===== src/rtl/readout_rx_pkg.sv =====
// ----------------------------------------------------------------------------
// readout_rx_pkg
//   Shared types and constants for the readout RX state-decision logic.
//   - ch_state_e : per-channel decision state (IDLE, ACTIVE, PEND)
//   - THR_*_FIELD: field index of each threshold inside a threshold memory
//                  word; a field occupies [idx*THRESHOLD_WIDTH +: THRESHOLD_WIDTH]
//   - thr_field_lsb(): LSB position of a field for a given threshold width
// ----------------------------------------------------------------------------
package readout_rx_pkg;

    typedef enum logic [1:0] {
        IDLE   = 2'd0,
        ACTIVE = 2'd1,
        PEND   = 2'd2
    } ch_state_e;

    // Memory word layout: {upper, lower}
    localparam int THR_LOWER_FIELD = 0;
    localparam int THR_UPPER_FIELD = 1;

    function automatic int thr_field_lsb(input int field, input int width);
        return field * width;
    endfunction

endpackage


===== src/rtl/readout_rx_decision_channel_fsm.sv =====
// ----------------------------------------------------------------------------
// readout_rx_decision_channel_fsm
//   One readout channel: adaptive multi-trial |0>/|1> decision.
//   On each finish_trial in ACTIVE the bin count is compared against the
//   threshold pair of the current trial; the channel either decides (and
//   parks the result in PEND until the arbiter drains it) or moves to the
//   next trial. The last allowed trial forces a decision against a fixed
//   fallback threshold.
//
// Ports
//   clk, rst        clock, synchronous active-high reset
//   start           pulse: begin (or restart) a measurement
//   finish_trial    pulse: bin_count of the current trial is valid
//   bin_count       unsigned bin count of the current trial
//   thr_upper/lower threshold pair read at address trial_cnt
//   max_trial_cfg   last trial index
//   grant           result of this channel accepted on the result port
//   trial_cnt       current trial index (also the threshold read address
//                   and, while pending, the decided trial index)
//   pend            a decided result is waiting to be drained
//   result_state    decided state, valid while pend
//   decision_fin    combinational pulse: decided this cycle
//   overrun         sticky: finish_trial arrived while result was pending
// ----------------------------------------------------------------------------
module readout_rx_decision_channel_fsm
    import readout_rx_pkg::*;
#(
    parameter int BIN_COUNTER_WIDTH  = 16,
    parameter int THRESHOLD_WIDTH    = 16,
    parameter int TRIAL_WIDTH        = 4,
    parameter int FALLBACK_THRESHOLD = 32768
) (
    input  logic                         clk,
    input  logic                         rst,
    input  logic                         start,
    input  logic                         finish_trial,
    input  logic [BIN_COUNTER_WIDTH-1:0] bin_count,
    input  logic [THRESHOLD_WIDTH-1:0]   thr_upper,
    input  logic [THRESHOLD_WIDTH-1:0]   thr_lower,
    input  logic [TRIAL_WIDTH-1:0]       max_trial_cfg,
    input  logic                         grant,
    output logic [TRIAL_WIDTH-1:0]       trial_cnt,
    output logic                         pend,
    output logic                         result_state,
    output logic                         decision_fin,
    output logic                         overrun
);

    localparam logic [BIN_COUNTER_WIDTH-1:0] FALLBACK_VALUE =
        BIN_COUNTER_WIDTH'(FALLBACK_THRESHOLD);

    ch_state_e                state, state_next;
    logic [TRIAL_WIDTH-1:0]   trial_cnt_next;
    logic                     result_next;
    logic                     overrun_next;
    logic                     above_upper;
    logic                     below_lower;
    logic                     last_trial;
    logic                     decided;
    logic                     evaluate;

    assign above_upper = (bin_count >= thr_upper);
    assign below_lower = (bin_count < thr_lower);
    // ">=" rather than "==": if max_trial_cfg is lowered mid-measurement the
    // channel may already be past it and must decide on this trial.
    assign last_trial  = (trial_cnt >= max_trial_cfg);
    assign decided     = last_trial | above_upper | below_lower;
    // A start in the same cycle restarts the measurement and suppresses
    // evaluation of the finishing trial.
    assign evaluate    = (state == ACTIVE) & finish_trial & ~start;

    assign decision_fin = evaluate & decided;
    assign pend         = (state == PEND);

    // NOTE: state registers use non-blocking assignments so every flop
    // samples the pre-edge values of the others.
    always_ff @(posedge clk) begin
        if (rst) begin
            state        <= IDLE;
            trial_cnt    <= '0;
            result_state <= 1'b0;
            overrun      <= 1'b0;
        end else begin
            state        <= state_next;
            trial_cnt    <= trial_cnt_next;
            result_state <= result_next;
            overrun      <= overrun_next;
        end
    end

    // NOTE: every variable gets a hold value before the case statement so
    // that no path leaves it unassigned and no latch is inferred.
    always_comb begin
        state_next     = state;
        trial_cnt_next = trial_cnt;
        result_next    = result_state;
        overrun_next   = overrun;

        unique case (state)
            IDLE: begin
                if (start) begin
                    state_next     = ACTIVE;
                    trial_cnt_next = '0;
                end
            end
            ACTIVE: begin
                if (start) begin
                    trial_cnt_next = '0;
                end else if (finish_trial) begin
                    if (decided) begin
                        state_next  = PEND;
                        // Forced last-trial decision overrides both thresholds;
                        // otherwise upper wins over lower when they overlap.
                        result_next = last_trial ? (bin_count >= FALLBACK_VALUE)
                                                 : above_upper;
                    end else begin
                        trial_cnt_next = trial_cnt + TRIAL_WIDTH'(1);
                    end
                end
            end
            PEND: begin
                // trial_cnt holds the decided trial index until drained;
                // a start here is deliberately dropped.
                if (finish_trial) begin
                    overrun_next = 1'b1;
                end
                if (grant) begin
                    state_next     = IDLE;
                    trial_cnt_next = '0;
                end
            end
            default: begin
                state_next = IDLE;
            end
        endcase
    end

endmodule


===== src/rtl/readout_rx_state_decision_multi_channel.sv =====
// ----------------------------------------------------------------------------
// readout_rx_state_decision_multi_channel
//   Multi-channel state-decision stage after the readout RX bin counters.
//   Holds the shared per-trial threshold memory, one decision FSM per
//   channel, and a round-robin arbiter that drains decided results over a
//   single valid/ready port.
//
// Ports
//   clk, rst             clock, synchronous active-high reset
//   thr_wr_en/addr/data  threshold memory write port, data = {upper, lower}
//   max_trial_cfg        last trial index (trials allowed = cfg+1)
//   start_in             per-channel measurement start pulse
//   finish_trial_in      per-channel "bin count valid" pulse
//   bin_count_in         channel c at [c*BIN_COUNTER_WIDTH +: BIN_COUNTER_WIDTH]
//   decision_fin_out     per-channel combinational "decided now" pulse
//   result_valid_out     a result is presented
//   result_ready_in      consumer accepts the presented result
//   result_channel_out   channel id of the presented result
//   result_state_out     decided state of the presented result
//   result_trials_out    trial index at which the decision was made
//   overrun_out          per-channel sticky finish-while-pending flag
// ----------------------------------------------------------------------------
module readout_rx_state_decision_multi_channel
    import readout_rx_pkg::*;
#(
    parameter int NUM_CHANNEL        = 4,
    parameter int BIN_COUNTER_WIDTH  = 16,
    parameter int THRESHOLD_WIDTH    = 16,
    parameter int TRIAL_WIDTH        = 4,
    parameter int CH_ID_WIDTH        = 2,
    parameter int FALLBACK_THRESHOLD = 32768
) (
    input  logic                                   clk,
    input  logic                                   rst,
    input  logic                                   thr_wr_en,
    input  logic [TRIAL_WIDTH-1:0]                 thr_wr_addr,
    input  logic [2*THRESHOLD_WIDTH-1:0]           thr_wr_data,
    input  logic [TRIAL_WIDTH-1:0]                 max_trial_cfg,
    input  logic [NUM_CHANNEL-1:0]                 start_in,
    input  logic [NUM_CHANNEL-1:0]                 finish_trial_in,
    input  logic [NUM_CHANNEL*BIN_COUNTER_WIDTH-1:0] bin_count_in,
    output logic [NUM_CHANNEL-1:0]                 decision_fin_out,
    output logic                                   result_valid_out,
    input  logic                                   result_ready_in,
    output logic [CH_ID_WIDTH-1:0]                 result_channel_out,
    output logic                                   result_state_out,
    output logic [TRIAL_WIDTH-1:0]                 result_trials_out,
    output logic [NUM_CHANNEL-1:0]                 overrun_out
);

    localparam int DEPTH      = 2**TRIAL_WIDTH;
    localparam int WORD_WIDTH = 2*THRESHOLD_WIDTH;
    localparam int UPPER_LSB  = thr_field_lsb(THR_UPPER_FIELD, THRESHOLD_WIDTH);
    localparam int LOWER_LSB  = thr_field_lsb(THR_LOWER_FIELD, THRESHOLD_WIDTH);

    if (BIN_COUNTER_WIDTH != THRESHOLD_WIDTH) begin : g_width_check
        $error("BIN_COUNTER_WIDTH must equal THRESHOLD_WIDTH");
    end
    if ((2**CH_ID_WIDTH) < NUM_CHANNEL) begin : g_ch_id_check
        $error("CH_ID_WIDTH too narrow for NUM_CHANNEL");
    end

    // ------------------------------------------------------------------
    // Threshold memory: one write port, one combinational read per channel.
    // A same-cycle write and read of an entry returns the old word.
    // ------------------------------------------------------------------
    logic [WORD_WIDTH-1:0] thr_mem [DEPTH];

    // NOTE: the threshold array has no reset; software reloads it, and
    // leaving it unreset keeps it a plain register file without a reset tree.
    always_ff @(posedge clk) begin
        if (thr_wr_en) begin
            thr_mem[thr_wr_addr] <= thr_wr_data;
        end
    end

    // ------------------------------------------------------------------
    // Per-channel decision FSMs
    // ------------------------------------------------------------------
    logic [TRIAL_WIDTH-1:0] trial_cnt [NUM_CHANNEL];
    logic [NUM_CHANNEL-1:0] pend;
    logic [NUM_CHANNEL-1:0] result_state;
    logic [NUM_CHANNEL-1:0] grant_vec;

    for (genvar c = 0; c < NUM_CHANNEL; c++) begin : g_ch
        logic [WORD_WIDTH-1:0] thr_word;

        assign thr_word = thr_mem[trial_cnt[c]];

        readout_rx_decision_channel_fsm #(
            .BIN_COUNTER_WIDTH  (BIN_COUNTER_WIDTH),
            .THRESHOLD_WIDTH    (THRESHOLD_WIDTH),
            .TRIAL_WIDTH        (TRIAL_WIDTH),
            .FALLBACK_THRESHOLD (FALLBACK_THRESHOLD)
        ) u_fsm (
            .clk           (clk),
            .rst           (rst),
            .start         (start_in[c]),
            .finish_trial  (finish_trial_in[c]),
            .bin_count     (bin_count_in[c*BIN_COUNTER_WIDTH +: BIN_COUNTER_WIDTH]),
            .thr_upper     (thr_word[UPPER_LSB +: THRESHOLD_WIDTH]),
            .thr_lower     (thr_word[LOWER_LSB +: THRESHOLD_WIDTH]),
            .max_trial_cfg (max_trial_cfg),
            .grant         (grant_vec[c]),
            .trial_cnt     (trial_cnt[c]),
            .pend          (pend[c]),
            .result_state  (result_state[c]),
            .decision_fin  (decision_fin_out[c]),
            .overrun       (overrun_out[c])
        );
    end

    // ------------------------------------------------------------------
    // Round-robin arbiter. Once a result is presented without ready, the
    // grant is frozen (hold) so a newly pending channel that ranks earlier
    // cannot change the outputs under a waiting consumer.
    // ------------------------------------------------------------------
    logic [CH_ID_WIDTH-1:0] rr_ptr;
    logic [CH_ID_WIDTH-1:0] hold_idx;
    logic                   hold_active;
    logic [CH_ID_WIDTH-1:0] scan_idx;
    logic [CH_ID_WIDTH-1:0] grant_idx;
    logic                   any_pend;
    logic                   handshake;

    always_comb begin
        grant_idx = '0;
        any_pend  = 1'b0;
        scan_idx  = '0;
        for (int i = 0; i < NUM_CHANNEL; i++) begin
            scan_idx = CH_ID_WIDTH'((int'(rr_ptr) + i) % NUM_CHANNEL);
            if (!any_pend && pend[scan_idx]) begin
                any_pend  = 1'b1;
                grant_idx = scan_idx;
            end
        end
        if (hold_active) begin
            grant_idx = hold_idx;
        end
    end

    assign handshake = result_valid_out & result_ready_in;
    assign grant_vec = handshake ? (NUM_CHANNEL'(1) << grant_idx) : '0;

    always_ff @(posedge clk) begin
        if (rst) begin
            rr_ptr      <= '0;
            hold_active <= 1'b0;
            hold_idx    <= '0;
        end else if (handshake) begin
            rr_ptr      <= CH_ID_WIDTH'((int'(grant_idx) + 1) % NUM_CHANNEL);
            hold_active <= 1'b0;
        end else if (result_valid_out) begin
            hold_active <= 1'b1;
            hold_idx    <= grant_idx;
        end
    end

    // Result port is forced to zero while nothing is presented.
    assign result_valid_out   = any_pend;
    assign result_channel_out = any_pend ? grant_idx : '0;
    assign result_state_out   = any_pend & result_state[grant_idx];
    assign result_trials_out  = any_pend ? trial_cnt[grant_idx] : '0;

endmodule


===== config.mk =====
export PLATFORM = sky130hd
export DESIGN_NAME = readout_rx_state_decision_multi_channel
export DESIGN_NICKNAME = d
export VERILOG_FILES = /design/src/rtl/readout_rx_pkg.sv /design/src/rtl/readout_rx_decision_channel_fsm.sv /design/src/rtl/readout_rx_state_decision_multi_channel.sv
export SDC_FILE = /design/constraint.sdc
export NUM_CORES = 1
export LEC_CHECK = 0
export BUFFER_PORTS_ARGS = -buffer_cell sky130_fd_sc_hd__buf_2
export CELL_PAD_IN_SITES_DETAIL_PLACEMENT = 1
export CELL_PAD_IN_SITES_GLOBAL_PLACEMENT = 1
export CORE_MARGIN = 1.5
export CORE_UTILIZATION = 49
export CTS_CLUSTER_DIAMETER = 120
export DETAILED_ROUTE_END_ITERATION = 6
export PLACE_DENSITY = 0.75
export SLEW_MARGIN = 20
export SYNTH_ARGS = -nofsm -noshare
export SYNTH_HDL_FRONTEND = slang
export SYNTH_SLANG_ARGS = --single-unit

===== constraint.sdc =====
create_clock -name clk -period 4.8 [get_ports clk]
set_input_delay 0.96 -clock clk [delete_from_list [all_inputs] [get_ports clk]]
set_output_delay 0.96 -clock clk [all_outputs]
set_load 0.005 [all_outputs]

==> qor.csv, run 1 <==
stage,metric,value,unit
grt,grt_pass1_vias,27000,
min_path,whs_endpoint,g_ch[2].u_fsm.overrun,
placed_design,gp_congestion,0.928,
clock_tree,hold_buffers,0,
critical_path,slowest_delay,0.51,ns
logic_synthesis,ys_seq_area_share,44.9,%
grt,grt_use_total,36.1,%
critical_path,r2r_cells,14,
drt,wl_per_cell,40.3,um
run,maxCapViolCount,0,
placed_design,io_buffers,131,
sta,slew_viol_final,0,
layout,drive_gt1_share,51.9,%
layout,layout.nets,2688,
grt,antenna_found_initial,9,
critical_path,crit_family,compound AO/OA/AOI/OAI gates,
logic_synthesis,syn_nets,2380,
outcome,violations,setup timing,
logic_synthesis,ys_seq_elements,565,
clock_tree,ctsLongestPathBuffers,3,
outcome,outcome,"finished, violations left",
floorplanning,io_pins,132,
clock_tree,ctsHtreeMaxLevel,3,
min_path,hp-start,g_ch[2].u_fsm.overrun,
critical_path,worstSetupStartpointType,register,
critical_path,cp.required,3.84,ns
grt,grt_overflow,0,
critical_path,path_buf_inv,6,
floorplanning,die-width,276,um
sta,finClkSkew,0.0251,ns
critical_path,r2r_setup_slack,0.35,ns
logic_synthesis,avgSynthCellArea,17.3,um^2
layout,syn_to_final_growth,21.0,%
clock_tree,cts_sinks,565,
logic_synthesis,yosysWarnings,0,
logic_synthesis,netlist_area,0.0366,mm^2
pwr,p_leak,0.0147,uW
min_path,hold_depth,2,
min_path,min_path_type,reg2reg,
pwr,p_total,12000,uW
placed_design,detailedPlace.worstSlack,-0.687,ns
sta,max_slew.worst_pin.slew,1.11,ns
floorplanning,die_y,276,um
critical_path,worstSetupEndpointType,output pin,
sta,timing_hold_violations_final,0,
floorplanning,coreArea,0.0742,mm^2
drt,final_antenna_net_count,0,
logic_synthesis,ys.flop_type,edfxtp_1,
layout,num-fill-cells,6441,
layout,fin_cells,3456,
pwr,p_per_area,270,mW/mm^2
drt,routed-via-count,26100,
logic_synthesis,async_flop_share,0,%
critical_path,critical_path_class,reg2out,
sta,hold_ws,0.473,ns
sta,setup_tns,-1.73,ns
sta,max_freq,187,MHz
drt,routed_via_density,7.57,
clock_tree,cts_buffers,68,
critical_path,cp.arrival,4.39,ns
clock_tree,cts_tree,done,
sta,setup_slack,-0.550,ns
drt,drt_first_pass_iters,5,
drt,drc,0,
critical_path,slowest_stage,mux4_2,
critical_path,path_max_fanout,6,
grt,grt_first_pass_wirelength,197,mm
placed_design,dp_cells,3239,
logic_synthesis,synth_cell_types,64,
floorplanning,rows,100,
logic_synthesis,synth_edf_count,512,
clock_tree,clk_latency,0.62,ns
sta,min_period_over_period,111,%
placed_design,hpwl,88.3,mm
floorplanning,start_util,49.4,%
critical_path,cp_cell_sequence,"buf_12, buf_6, mux4_2, mux4_2, inv_2, ha_4, and2_4, a221o_1, a221oi_2, buf_4, o21ai_4, a31o_4, a21o_1, inv_1, buf_2",
sta,max_slew_margin,26.1,%
pwr,peakVddDrop,447,uV
sta,setup_viol,4,
sta,finalCriticalPeriod,5.35,ns
clock_tree,root_buffer,clkbuf_16,
critical_path,cp_common_cell,mux4_2,
grt,grt_max_degree,41,
clock_tree,clk_pin_slew,0.06,ns
drt,first_iter_violations,3869,
floorplanning,dieArea,0.0764,mm^2
sta,rsz0062_at_grt,true,
logic_synthesis,netlist_instances,2116,
drt,drt-total-wl,139,mm
what timing repair did:
action                                  CTS  global route
endpoints found under the hold margin     0             0
gates resized for setup                 119            95
endpoints found under the setup margin   11             4
setup buffers                            50            28
pin swaps                                28            46
cloned                                   11             5
worst register-to-register path, cell delays in order, from the launching register on:
cell	delay, ns
dfxtp_4	0.47
buf_12	0.18
buf_16	0.16
mux4_2	0.56
mux4_2	0.50
inv_2	0.09
ha_1	0.24
a21o_1	0.19
a21o_1	0.18
a21oi_1	0.16
buf_4	0.17
nor2_1	0.06
or4_1	0.60
o2111ai_1	0.30
nand3_1	0.34
how the worst max path moves through the flow:
stage,start,to,cells past startpoint
6_report,register,decision_fin_out[0],15
5_1_grt,register,decision_fin_out[0],16
4_1_cts,register,decision_fin_out[0],15
3_5_place_dp,register,decision_fin_out[1],16
3_3_place_gp,register,decision_fin_out[1],16
2_1_floorplan,register,decision_fin_out[1],15
metrics by stage:
| step | instance area (um^2) | utilization (%) |
|---|---|---|
| floorplan | 36700 | - |
| global placement | 40000 | 53.9 |
| detailed placement | 40000 | 53.9 |
| CTS | 43600 | 58.8 |
| global route | 44300 | 59.7 |
| finish | 44300 | 59.7 |
state kept, by name, indices dropped and copies added, names as in the netlist, named ones only:
register	flops
thr_mem	512
g_ch.u_fsm.state	8
g_ch.u_fsm.result_state	4
g_ch.u_fsm.overrun	4
hold_idx	2
g_ch.u_fsm.trial_cnt	16
hold_active	1
rr_ptr	2
cell type report:
type                            count  area (um^2)  area share [%]
Inverter                          145          549            1.24
Sequential cell                   565        16500            37.2
Clock buffer                       89         1840            4.16
Tap cell                          969         1210            2.74
Timing Repair Buffer              401         4000            9.03
Antenna cell                        7         17.5          0.0395
Multi-Input combinational cell   1243        19800            44.6
Clock inverter                     37          448            1.01
cell families (layout without fill, tap and decap cells):
logic type	after synthesis	in the layout	synth area share [%]
buffers and inverters	308	672	3.32
and+or+nand+nor	245	245	3.44
muxes	647	647	39.5
other	0	7	0
DFF	565	565	44.9
AOI/OAI and AO/OA	203	203	3.86
adders and majority gates	148	148	5.05
cell usage in the layout (no fill, tap or decap), drive strengths merged, types with 4 or more instances in the layout:
cell,n
a2111oi,8
a211oi,9
a21o,43
a21oi,50
a221o,7
a31o,6
a31oi,13
and2,10
and3,7
buf,396
bufinv,10
clkbuf,94
clkinv,22
dfxtp,53
diode,7
edfxtp,512
ha,148
inv,149
mux2i,6
mux4,638
nand2,40
nand2b,15
nand3,32
nand3b,4
nand4,23
nor2,57
nor2b,14
nor3,18
nor3b,5
nor4,6
o2111ai,4
o211ai,6
o21a,4
o21ai,23
o31ai,5
layer usage:
layer  track usage (%)  part of all wire, %  vias to the layer above
met5                 0                0.029                        -
met4              17.8                  5.5                        8
met3              10.1                   13                      490
met2              55.7                   47                     2233
met1              47.6                   35                    13600
li1                  -                    -                     9847
cells in the mapped netlist (6+ instances only):
cell type  number  area [um^2]
buf_1          33          124
ha_1          148         1850
a31o_2          6         52.6
nor4_1          6         37.5
nor3_1         18         90.1
nor2_1         57          214
a211oi_1        9         67.6
o211ai_1        6         45.0
nor2b_1        14         87.6
mux4_2        638        14400
a21oi_1        50          250
clkbuf_1       99          372
and2_1          9         56.3
o21ai_0        22          110
a221o_1         7         70.1
inv_1         144          541
nand2_1        40          150
a21o_1         43          323
nand2b_1       15         93.8
nand4_1        23          144
nand3_1        32          160
buf_2          23          115
dfxtp_1        53         1060
mux2i_1         6         60.1
buf_4           8         60.1
a2111oi_0       7         61.3
edfxtp_1      512        15400
a31oi_1        13         81.3
and3_1          7         43.8
power breakdown:
part | internal [uW] | total, uW | leakage, uW | switching [uW]
Combinational | 437 | 984 | 0.00850 | 547
Clock | 3250 | 5440 | 0.00112 | 2190
Sequential | 5460 | 5560 | 0.00507 | 96.5
Total | 9150 | 12000 | 0.0147 | 2830
Note: power is estimated with default switching activity, not from simulation.
==> run 2: changes to the inputs <==
==> constraint.sdc (replaced) <==
create_clock -name clk -period 4.8 [get_ports clk]
set_input_delay 0.96 -clock clk [delete_from_list [all_inputs] [get_ports clk]]
set_output_delay 0.96 -clock clk [all_outputs]
set_load 0.1 [all_outputs]
==> run 2 against run 1 <==
- critical path depth unchanged
- clock power increased by 1%
- the run still ends with setup timing left
- clock skew grew 0.0089 ns
- hold slack worse by 0.0015 ns
- sequential power is essentially flat
- power is 0.94% higher
- wire length is 4.8% higher
==> qor.csv, run 2 (synthesis gave the netlist of run 1 again) <==
stage,metric,value,unit,change
critical_path,cp.required,3.84,ns,about the same
critical_path,critical_path_class,reg2out,,
layout,reg_top3,"thr_mem: 512 flops, g_ch.u_fsm.trial_cnt: 16 flops, g_ch.u_fsm.state: 8 flops",,
layout,largest-register,thr_mem,,
sta,max_slew.worst_pin.slew,1.02,ns,-0.0849 ns
placed_design,gp_congestion,0.976,,+5.1%
grt,grt_pass1_vias,28100,,+3.9%
floorplanning,die_y,276,um,unchanged
sta,finClkSkew,0.0340,ns,+0.00892 ns
sta,setup_viol,4,,unchanged
floorplanning,io_pins,132,,unchanged
clock_tree,cts_sinks,565,,unchanged
sta,rsz0062_at_grt,true,,
pwr,peakVddDrop,331,uV,-26%
clock_tree,cts_buffers,69,,+1.5%
drt,final_antenna_net_count,0,,unchanged
layout,num-fill-cells,6515,,+1.1%
placed_design,io_buffers,131,,unchanged
drt,routed-via-count,27100,,+3.7%
critical_path,worstSetupEndpointType,output pin,,
grt,grt_first_pass_wirelength,208,mm,+5.9%
critical_path,worstSetupStartpointType,register,,
drt,routed_via_density,7.83,,+3.6%
sta,max_slew_margin,32.0,%,+5.8 points
pwr,p_per_area,273,mW/mm^2,+1.0%
min_path,hp-start,g_ch[3].u_fsm.overrun,,
layout,drive_gt1_share,51.9,%,about the same
outcome,violations,setup timing,,
drt,drt_first_pass_iters,5,,unchanged
outcome,outcome,"finished, violations left",,
clock_tree,clk_pin_slew,0.07,ns,about the same
layout,layout.nets,2702,,+0.52%
sta,finalCriticalPeriod,5.52,ns,+0.171 ns
critical_path,cp.arrival,4.56,ns,+0.17 ns
drt,first_iter_violations,4242,,+9.6%
clock_tree,ctsHtreeMaxLevel,3,,unchanged
grt,grt_overflow,0,,unchanged
run,maxCapViolCount,0,,unchanged
grt,grt_use_total,38.3,%,+2.2 points
layout,layout_common_cells,"mux4_2, edfxtp_1, buf_4",,
pwr,p_leak,0.0147,uW,+0.42%
sta,timing_hold_violations_final,0,,unchanged
sta,min_period_over_period,115,%,+3.6 points
drt,drc,0,,unchanged
floorplanning,start_util,49.4,%,unchanged
drt,drt-total-wl,146,mm,+4.8%
floorplanning,coreArea,0.0742,mm^2,unchanged
layout,layout_commonest_cell,mux4_2,,
critical_path,r2r_setup_slack,0.22,ns,-0.13 ns
placed_design,hpwl,88.2,mm,about the same
clock_tree,clk_latency,0.63,ns,about the same
critical_path,path_max_fanout,7,,+1
grt,grt_max_degree,49,,+20%
grt,antenna_found_initial,7,,-2
sta,slew_viol_final,0,,unchanged
clock_tree,root_buffer,clkbuf_16,,
clock_tree,hold_buffers,0,,unchanged
layout,syn_to_final_growth,20.9,%,about the same
layout,largest_reg_flops,512,,unchanged
layout,final_util,59.7,%,about the same
floorplanning,rows,100,,unchanged
floorplanning,die-width,276,um,unchanged
sta,max_freq,181,MHz,-3.1%
drt,wl_per_cell,42.2,um,+4.7%
min_path,min_path_type,reg2reg,,
pwr,p_total,12100,uW,+0.94%
floorplanning,dieArea,0.0764,mm^2,unchanged
clock_tree,cts_tree,done,,
sta,setup_slack,-0.721,ns,-0.171 ns
clock_tree,ctsLongestPathBuffers,3,,unchanged
## run 2: cell types whose count changed in the layout (fill, tap and decap cells not counted), moves of 5 or more
| cell | previous run | this run |
|---|---|---|
| ha_1 | 126 | 131 |
| ha_4 | 22 | 16 |
| buf_12 | 59 | 52 |
| inv_2 | 32 | 27 |
| bufbuf_16 | 0 | 7 |
| buf_4 | 159 | 191 |
| buf_6 | 23 | 13 |
| nand3_4 | 5 | 0 |
| clkinv_1 | 13 | 5 |
## run 2: routing by layer
layer	track usage [%]	up-vias	part of all wire [%]
met5	0	-	0.025
met4	21.2	6	6.6
met3	11.6	607	13
met2	58.4	2537	46
met1	49.5	14100	34
li1	-	9858	-
## run 2: report_power, final
part           leakage, uW  switching [uW]  internal, uW
Clock              0.00111            2210          3310
Sequential         0.00507             105          5460
Combinational      0.00857             578           440
Total               0.0147            2890          9210
## run 2: through the flow
stage | hold WS [ns] | instance area [um^2] | cells | TNS, ns | setup slack [ns]
floorplan | 0.435 | 36700 | 2116 | -0.0218 | -0.0218
global placement | 0.451 | 39900 | 3233 | -0.465 | -0.223
detailed placement | 0.465 | 39900 | 3233 | -0.557 | -0.241
CTS | 0.479 | 43900 | 3438 | -1.56 | -0.473
global route | 0.506 | 44300 | 3456 | -2.33 | -0.729
finish | 0.472 | 44300 | 3460 | -2.17 | -0.721
## run 2: worst max-delay path: stages, from the launching register on
cell,delay (ns)
dfxtp_4,0.40
buf_12,0.15
buf_12,0.13
mux4_2,0.50
mux4_2,0.52
inv_2,0.11
ha_4,0.21
and2_4,0.14
a221o_1,0.38
a221oi_4,0.42
buf_6,0.18
o21ai_4,0.07
a31o_4,0.23
a21o_1,0.22
inv_2,0.08
buf_12,0.17
## run 2: final cells by class
| cell class | count | area, um^2 | share of cell area [%] |
|---|---|---|---|
| Multi-Input combinational cell | 1243 | 19600 | 44.3 |
| Clock inverter | 30 | 414 | 0.935 |
| Clock buffer | 89 | 1890 | 4.26 |
| Tap cell | 969 | 1210 | 2.74 |
| Antenna cell | 5 | 12.5 | 0.0283 |
| Sequential cell | 565 | 16500 | 37.2 |
| Inverter | 145 | 554 | 1.25 |
| Timing Repair Buffer | 414 | 4090 | 9.24 |
## run 2: worst paths after layout
check                           to  depth (start not counted)
max            decision_fin_out[0]                         15
min          g_ch[3].u_fsm.overrun                          2
max reg2reg               register                         16
min reg2reg  g_ch[3].u_fsm.overrun                          2
## run 2: what timing repair did
action / CTS / global route
gates cloned: 16 / 2
setup buffers: 71 / 18
pin swaps: 38 / 28
resized for setup: 132 / 38
endpoints found under the setup margin: 4 / 4
